File: config.mk
export PLATFORM = sky130hd
export DESIGN_NAME = sync_channel_arb
export DESIGN_NICKNAME = d
export VERILOG_FILES = /design/src/rtl/sync_arb_pkg.sv /design/src/rtl/sync_rr_pick.sv /design/src/rtl/sync_channel_arb.sv
export SDC_FILE = /design/constraint.sdc
export NUM_CORES = 1
export LEC_CHECK = 0
export CORE_MARGIN = 1
export CORE_UTILIZATION = 37
export CTS_CLUSTER_SIZE = 28
export DETAILED_ROUTE_END_ITERATION = 7
export HOLD_SLACK_MARGIN = 0.12
export PLACE_DENSITY = 0.66
export SETUP_SLACK_MARGIN = 0.1
export SYNTH_ARGS = -nofsm -noshare
export SYNTH_HDL_FRONTEND = slang
export SYNTH_SLANG_ARGS = --single-unit
File: constraint.sdc
create_clock -name clk -period 5.05 [get_ports clk]
set_input_delay 1.515 -clock clk [delete_from_list [all_inputs] [get_ports clk]]
set_output_delay 1.515 -clock clk [all_outputs]
set_load 0.05 [all_outputs]
File: src/rtl/sync_arb_pkg.sv
// Shared definitions for the synchroniser channel arbiter: FSM encodings and
// the default ack timeout.
package sync_arb_pkg;

  localparam logic [1:0] ST_IDLE_ENC  = 2'd0;
  localparam logic [1:0] ST_DRIVE_ENC = 2'd1;
  localparam logic [1:0] ST_DRAIN_ENC = 2'd2;

  localparam int TIMEOUT_DEFAULT = 15;

  typedef enum logic [1:0] {
    IDLE  = ST_IDLE_ENC,
    DRIVE = ST_DRIVE_ENC,
    DRAIN = ST_DRAIN_ENC
  } arb_state_t;

endpackage

File: src/rtl/sync_rr_pick.sv
// Combinational round-robin picker: first asserted request at or after rr_ptr,
// wrapping around, reported both one-hot and as an index.
module sync_rr_pick #(
  parameter int NREQ = 4,
  parameter int PW   = (NREQ > 1) ? $clog2(NREQ) : 1
) (
  input  logic [NREQ-1:0] req,
  input  logic [PW-1:0]   rr_ptr,
  output logic [NREQ-1:0] winner,
  output logic [PW-1:0]   winner_idx,
  output logic            found
);

  logic [PW-1:0] pos;

  always_comb begin
    winner     = '0;
    winner_idx = '0;
    found      = 1'b0;
    pos        = '0;
    for (int i = 0; i < NREQ; i++) begin
      pos = PW'((int'(rr_ptr) + i) % NREQ);
      if (!found && req[pos]) begin
        found       = 1'b1;
        winner[pos] = 1'b1;
        winner_idx  = pos;
      end
    end
  end

endmodule

File: src/rtl/sync_channel_arb.sv
// Round-robin arbiter sharing one req/ack synchroniser between NREQ requesters,
// with a per-phase ack timeout.
//   state | meaning
//   IDLE  | arbitrate pending requests, launch winner's word
//   DRIVE | sync_dready high, waiting for sync_ack to rise
//   DRAIN | sync_dready low, waiting for sync_ack to fall
module sync_channel_arb
  import sync_arb_pkg::*;
#(
  parameter int NREQ    = 4,
  parameter int DWIDTH  = 8,
  parameter int TIMEOUT = TIMEOUT_DEFAULT
) (
  input  logic                   clk,
  input  logic                   rst,
  input  logic [NREQ-1:0]        req,
  input  logic [NREQ*DWIDTH-1:0] req_data,
  output logic [NREQ-1:0]        gnt,
  output logic [NREQ-1:0]        done,
  output logic [DWIDTH-1:0]      sync_din,
  output logic                   sync_dready,
  input  logic                   sync_ack,
  output logic                   busy,
  output logic                   err
);

  localparam int PW = (NREQ > 1) ? $clog2(NREQ) : 1;
  localparam int CW = $clog2(TIMEOUT + 1);
  localparam logic [CW-1:0] CNT_LAST = CW'(TIMEOUT - 1);
  localparam logic [CW-1:0] CNT_MAX  = CW'(TIMEOUT);
  localparam logic [PW-1:0] IDX_LAST = PW'(NREQ - 1);

  arb_state_t        state;
  logic [CW-1:0]     cnt;
  logic [CW-1:0]     cnt_inc;
  logic [PW-1:0]     rr_ptr;
  logic [PW-1:0]     cur_idx;
  logic [PW-1:0]     next_ptr;
  logic [NREQ-1:0]   cur_onehot;
  logic              timed_out;

  logic [NREQ-1:0]   pick_onehot;
  logic [PW-1:0]     pick_idx;
  logic              pick_found;
  logic [DWIDTH-1:0] pick_data;

  sync_rr_pick #(
    .NREQ (NREQ),
    .PW   (PW)
  ) u_pick (
    .req        (req),
    .rr_ptr     (rr_ptr),
    .winner     (pick_onehot),
    .winner_idx (pick_idx),
    .found      (pick_found)
  );

  assign pick_data = req_data[int'(pick_idx)*DWIDTH +: DWIDTH];
  assign next_ptr  = (cur_idx == IDX_LAST) ? '0 : cur_idx + 1'b1;
  assign cnt_inc   = (cnt == CNT_MAX) ? cnt : cnt + 1'b1;

  always_ff @(posedge clk) begin
    if (rst) begin
      state       <= IDLE;
      cnt         <= '0;
      rr_ptr      <= '0;
      cur_idx     <= '0;
      cur_onehot  <= '0;
      timed_out   <= 1'b0;
      gnt         <= '0;
      done        <= '0;
      err         <= 1'b0;
      sync_din    <= '0;
      sync_dready <= 1'b0;
      busy        <= 1'b0;
    end else begin
      gnt  <= '0;
      done <= '0;
      err  <= 1'b0;
      case (state)
        IDLE: begin
          cnt <= '0;
          if (pick_found) begin
            state       <= DRIVE;
            busy        <= 1'b1;
            gnt         <= pick_onehot;
            cur_onehot  <= pick_onehot;
            cur_idx     <= pick_idx;
            sync_din    <= pick_data;
            sync_dready <= 1'b1;
            timed_out   <= 1'b0;
          end
        end
        DRIVE: begin
          if (sync_ack) begin
            state       <= DRAIN;
            sync_dready <= 1'b0;
            cnt         <= '0;
          end else if (cnt == CNT_LAST) begin
            // A transfer that timed out here never reports done, even if
            // the ack then settles low normally.
            state       <= DRAIN;
            sync_dready <= 1'b0;
            cnt         <= '0;
            err         <= 1'b1;
            timed_out   <= 1'b1;
          end else begin
            cnt <= cnt_inc;
          end
        end
        DRAIN: begin
          if (!sync_ack) begin
            state  <= IDLE;
            busy   <= 1'b0;
            cnt    <= '0;
            rr_ptr <= next_ptr;
            if (!timed_out) done <= cur_onehot;
          end else if (cnt == CNT_LAST) begin
            state  <= IDLE;
            busy   <= 1'b0;
            cnt    <= '0;
            err    <= 1'b1;
            rr_ptr <= next_ptr;
          end else begin
            cnt <= cnt_inc;
          end
        end
        default: begin
          state       <= IDLE;
          busy        <= 1'b0;
          sync_dready <= 1'b0;
          cnt         <= '0;
        end
      endcase
    end
  end

endmodule

# ---- Word level (Yosys, flattened, before mapping)
# Index checks and enable logic that the tools add are counted.
dict set report word_totals {
  ff_bits 34
  latchBits 0
  mem_bits_rw 0
  romBits 0
  input_bits 39
  out_inout_bits 19
  elab_cells 120
  mem_count 0
}
dict set report classes {
  add_sub_neg 5
  mul 0
  div 0
  order_cmp 8
  n_eq_ne 11
  shift 1
  n_mux 56
  bitwise 7
  reduce_logical 20
}
# cell count
set ops {}
lappend ops {{$mux 4} 8}
lappend ops {{$shiftx 32x6->8} 1}
lappend ops {{$mux 2} 12}
lappend ops {{$mux 1} 22}
lappend ops {{$lt 2x3->1 const B} 4}
lappend ops {{$or 4x4->4} 3}
lappend ops {{$reduce_and 3->1} 3}
lappend ops {{$bmux 1 s2} 4}
lappend ops {{$demux 1 s2} 4}
lappend ops {{$eq 4x4->1 const B} 2}
lappend ops {{$ge 2x1->1 const B} 4}
lappend ops {{$pmux 4 s2} 1}
lappend ops {{$logic_and 1x1->1} 7}
lappend ops {{$ne 2x2->1 const B} 3}
lappend ops {{$ne 3x3->1 const B} 2}
lappend ops {{$pmux 1 s3} 2}
lappend ops {{$pmux 2 s3} 1}
lappend ops {{$add 2x1->2 const B} 2}
lappend ops {{$add 2x2->2 const B} 2}
lappend ops {{$add 4x1->4 const B} 1}
lappend ops {{$eq 2x2->1 const B} 2}
lappend ops {{$not 1->1} 4}
lappend ops {{$pmux 1 s2} 2}
lappend ops {{$reduce_and 2->1} 2}
lappend ops {{8 further kinds} 10}

# ---- Logic depth before layout (Yosys ltp)
dict set report depth {
  depth_word 14
  depth_mapped 11
  ltp_nobuf 8
}

# ---- Hierarchy
# From an unflattened synthesis, not the netlist that was laid out.
dict set report hier_totals {
  cells_unflattened 203
  hier_area_um2 1950.6
}
# mod n_inst cells_per_inst area_each_um2 seq_area_each_um2
set modules_own_cells {}
lappend modules_own_cells {sync_channel_arb 1 158 1531.5 680.7}
lappend modules_own_cells {sync_rr_pick 1 45 419.2 0.0}

# ---- Worst setup path before layout
# Ideal clock, no wire load.
dict set report synth_path {
  path_type {input to register}
  from {input port req[0]}
  to {register sync_din[0]}
  setup_ns 0.135
  arrival_ns 3.116
  required_time_ns 4.915
  slack_ns 1.799
  cell_stages 9
  n_path_buf 3
  cell_sequence {clkbuf_1 mux4_2 nand2b_4 nor2b_1 o21ai_2 buf_6 buf_12 mux2i_1 o221ai_1}
}
dict set report synth_between {
  elab_chain_cells 13
  word_cells_on_any_way 24
  classes_between {shift: 1; mux: 16; reduce/logical: 7}
}
# item line_no
set synth_rtl {}
lappend synth_rtl {{start, declared} sync_channel_arb.sv:16} ;# input logic [NREQ-1:0] req,
lappend synth_rtl {{$bmux 1 s2} sync_rr_pick.sv:23} ;# if (!found && req[pos]) begin
lappend synth_rtl {{$mux 1 (not written as such)} sync_rr_pick.sv:23}
lappend synth_rtl {{$mux 1} sync_rr_pick.sv:23}
lappend synth_rtl {{$logic_not 1->1} sync_rr_pick.sv:23}
lappend synth_rtl {{$logic_and 1x1->1} sync_rr_pick.sv:23}
lappend synth_rtl {{$mux 1} sync_rr_pick.sv:23}
lappend synth_rtl {{$logic_not 1->1} sync_rr_pick.sv:23}
lappend synth_rtl {{$logic_and 1x1->1} sync_rr_pick.sv:23}
lappend synth_rtl {{$mux 1} sync_rr_pick.sv:23}
lappend synth_rtl {{$logic_not 1->1} sync_rr_pick.sv:23}
lappend synth_rtl {{$logic_and 1x1->1} sync_rr_pick.sv:23}
lappend synth_rtl {{$mux 2 or $mux 1 (tied branches)} sync_rr_pick.sv:23}
lappend synth_rtl {{$shiftx 32x6->8 or $reduce_and 2->1 (tied branches)} n/a}
lappend synth_rtl {{end signal, assigned} sync_channel_arb.sv:89} ;# sync_din <= pick_data;
lappend synth_rtl {{end, declared} sync_channel_arb.sv:20} ;# output logic [DWIDTH-1:0] sync_din,
# Several ways; a longest one is shown, not always the timed one. The select of a mux whose other input is x is not followed.
# A chain may end at the register's enable or synchronous reset.

# ---- Final worst setup path
dict set report layout_path {
  from {input port req[3]}
  to {register sync_din[6]}
}
# Same word-level chain as after synthesis.

==> results.md <==
- Outcome: finished clean
- CTS max path bufs: 2
- PwrDens: 369 nW/um^2
- Cts repair resizes: 0
- WP buf/inv: 1
- Slew Limit Fails: 0
- Initial Util: 39.0%
- Crit-path max FO: 17
- RSZ-0062 raised after global routing: no
- Crit path time final: ~4.0 ns
- Port-buffer cells: 57
- Nets: about 310
- Layout cells sized above 1: 5.41%
- Die W: 73.2 um
- Gpl congestion: roughly 0.76
- Total die area: between 5000 and 6000 um^2
- First-pass GRT wire length: between 6 and 7 mm
- Syn Nets: ~250
- Synthesis Warnings: 0
- CP Data Required Time: 5.20 ns
- Avg Cell Area, Syn: between 9 and 10 um^2
- Fmax: approximately 250 MHz
- Syn-to-layout area delta: 36.4%
- Worst-margin pin slew: around 1.1 ns
- Final Core Density: about 53%
- Critical path's slowest cell: o21ai_2
- Met3 global-route usage: between 3 and 4%
- Total Power: around 950 uW
- Clock tree sinks: 34
- CTS Hold Bufs: 0
- Top cell type's share of synthesized area: 36.2%
- Worst hold path class: flip-flop to flip-flop
- Inserted Clock Buffers: 5
- Placed Cells: about 320
- Startpoint Class: input port
- Synthesized area: between 1500 and 2000 um^2
- H-tree depth: 2
- Seq/Total Area, Yosys: a little over a third
- Clock latency on the worst-skew pair: 0.28 ns
- Avg Vias per Cell: just over 5
- Clock-pin slew on the worst setup and hold paths: approximately 0.070 ns
- Max_slew headroom: between 20% and 30%
- Setup violators final: 0
- VDD IR max: 197 uV
- Number of global-route vias before repair: 1566
- Distinct cell type count after synthesis: 39
- Post-Synthesis Cells: 204
- Met1 Use GR: roughly a fifth
- P_leak: about 0.96 nW
- Tcrit/Tclk final: between 70 and 80%
- Met2 Track Usage GR: 27.9%
- Antenna-violating nets left: 0
- Synthesized flop and latch total: 34
- Num rows: 25
- Total grt overflow: 0
- Area contributors post-synth: dfxtp_1 (36%), mux2i_1 (10%), ha_1 (7.3%)
- Placeable Area: slightly below 5000 um^2
- Die extent in y: around 73 um
- Post-CTS setup buffer count: 0
- Family with the most delay on the worst path: compound AO/OA/AOI/OAI gates
- Vias: between 1500 and 2000
- Critical path arrival: a little over 4 ns
- Gr busiest metal: met2
- Initial antenna violation count: 0
- Initial DRT Pass Iterations: 4
- CP Capture Type: flip-flop
- CTS tree: done
- Post-detail-place hpwl: between 3 and 4 mm
- Routed len/inst: between 10 and 15 um
- Iter 0 DRT Violations: 38
- Clk_skew: around 0.0046 ns
- CTS root buffer: clkbuf_8
- DRC violations left: 0
- DRT Wirelength: around 4.2 mm
- Leading area contributor after synthesis: dfxtp_1
- Maxcap violations: 0
- Setup TNS: 0 ns
- Largest net degree at the start of global routing: 20
- Ant diodes: 0
- Post-Layout Cell Count: 326
- Worst-path cell chain: clkdlybuf4s50_1 > mux4_2 > nand2b_4 > nor2b_1 > o21ai_2 > mux2i_1 > o221ai_1
- Overall Global Routing Usage: 15.9%
- Hold Fails Final Rpt: 0
- CP peak stage delay: between 0.8 and 0.9 ns
- Final hold slack: between 0.4 and 0.5 ns
- Ports: between 50 and 60
- Crit path kind: input port to flip-flop
==> Yosys cell counts <==
cell and count:
mux4_2 3, nor4b_1 2, o221ai_1 8, nor2b_4 1
dfxtp_1 34, a21boi_0 1, xnor2_1 1, nand3_1 3
a2bb2oi_1 1, a221oi_1 4, buf_2 1, a211oi_1 9
a22oi_1 4, o22ai_1 1, mux2i_1 19, or4_1 1
inv_1 6, and2_1 4, buf_1 1, mux2i_2 1
a21oi_1 9, ha_1 11, nor3b_1 1, nand3b_1 2
nand2b_4 1, o21ai_1 2, or2_2 1, a31oi_1 3
buf_12 1, nor2b_1 3, nand2_1 14, buf_6 3
o21ai_2 1, a22o_1 1, nor2_1 34, or3_1 1
clkbuf_1 4, nor4_1 1, nor3_1 6
==> worst paths after layout <==
| check | startpoint | end | slack (ns) | cells past startpoint |
|---|---|---|---|---|
| worst min-delay path | cur_onehot[2] | done[2] | 0.45 | 1 |
| worst min register to register | cur_onehot[2] | done[2] | 0.45 | 1 |
| worst max-delay path | req[3] | sync_din[6] | 1.05 | 7 |
| worst max register to register | rr_ptr[0] | sync_din[6] | 1.94 | 8 |
==> routing by layer <==
layer / up-vias / share of wire [%]
li1: 850 / -
met1: 766 / 43
met2: 32 / 52
met3: 7 / 3.6
met4: 0 / 1.3
met5: - / 0
==> state kept, by name (all words and copies together), names as in the netlist, 2 cells and up <==
signal and count:
cnt 4, cur_idx 2, cur_onehot 4, done 4, gnt 4, rr_ptr 2, state 2, sync_din 8
==> cell type report <==
type                            count  area (um^2)
Fill cell                         476         2260
Multi-Input combinational cell    154         1100
Sequential cell                    34          681
Timing Repair Buffer               57          571
Tap cell                           67         83.8
Clock buffer                        7         76.3
Clock inverter                      1         30.0
Inverter                            6         22.5
==> report_power, final <==
group	switching [mW]	internal [mW]	total [mW]
Clock	0.0953	0.148	0.243
Sequential	0.0245	0.311	0.336
Combinational	0.218	0.150	0.368
==> logic make-up after synthesis <==
| group | after synthesis | synth area share [%] |
|---|---|---|
| xor+xnor | 1 | 0.466 |
| flops | 34 | 36.2 |
| fa+ha+maj | 11 | 7.33 |
| mux | 23 | 14.5 |
| buf+inv | 16 | 5.33 |
| compound gates | 44 | 16.9 |
| simple gates | 75 | 19.3 |
==> worst register-to-register path, stage by stage (launching register included) <==
cell	delay (ns)
dfxtp_1	0.62
inv_1	0.20
ha_1	0.42
mux4_2	0.28
nand2b_4	0.05
nor2b_1	0.13
o21ai_2	0.84
mux2i_1	0.29
o221ai_1	0.14
==> cells in the final DEF, fill, tap and decap left out, drive strengths merged, types with 4 or more instances in the layout <==
cell type	synthesis	layout
clkdlybuf4s50	0	57
nor2	34	34
dfxtp	34	34
mux2i	20	20
nand2	14	14
ha	11	11
a21oi	9	9
a211oi	9	9
o221ai	8	8
clkbuf	4	7
inv	6	6
nor3	6	6
a22oi	4	4
a221oi	4	4
and2	4	4
nor2b	4	4
==> through the flow <==
step / worst slack, ns / instance area (um^2)
floorplan: 1.80 / 1880
global placement: 0.796 / 2450
detailed placement: 0.747 / 2450
CTS: 1.03 / 2560
global route: 0.892 / 2560
finish: 1.05 / 2560
No activity file was read; power rests on OpenSTA's default activity.
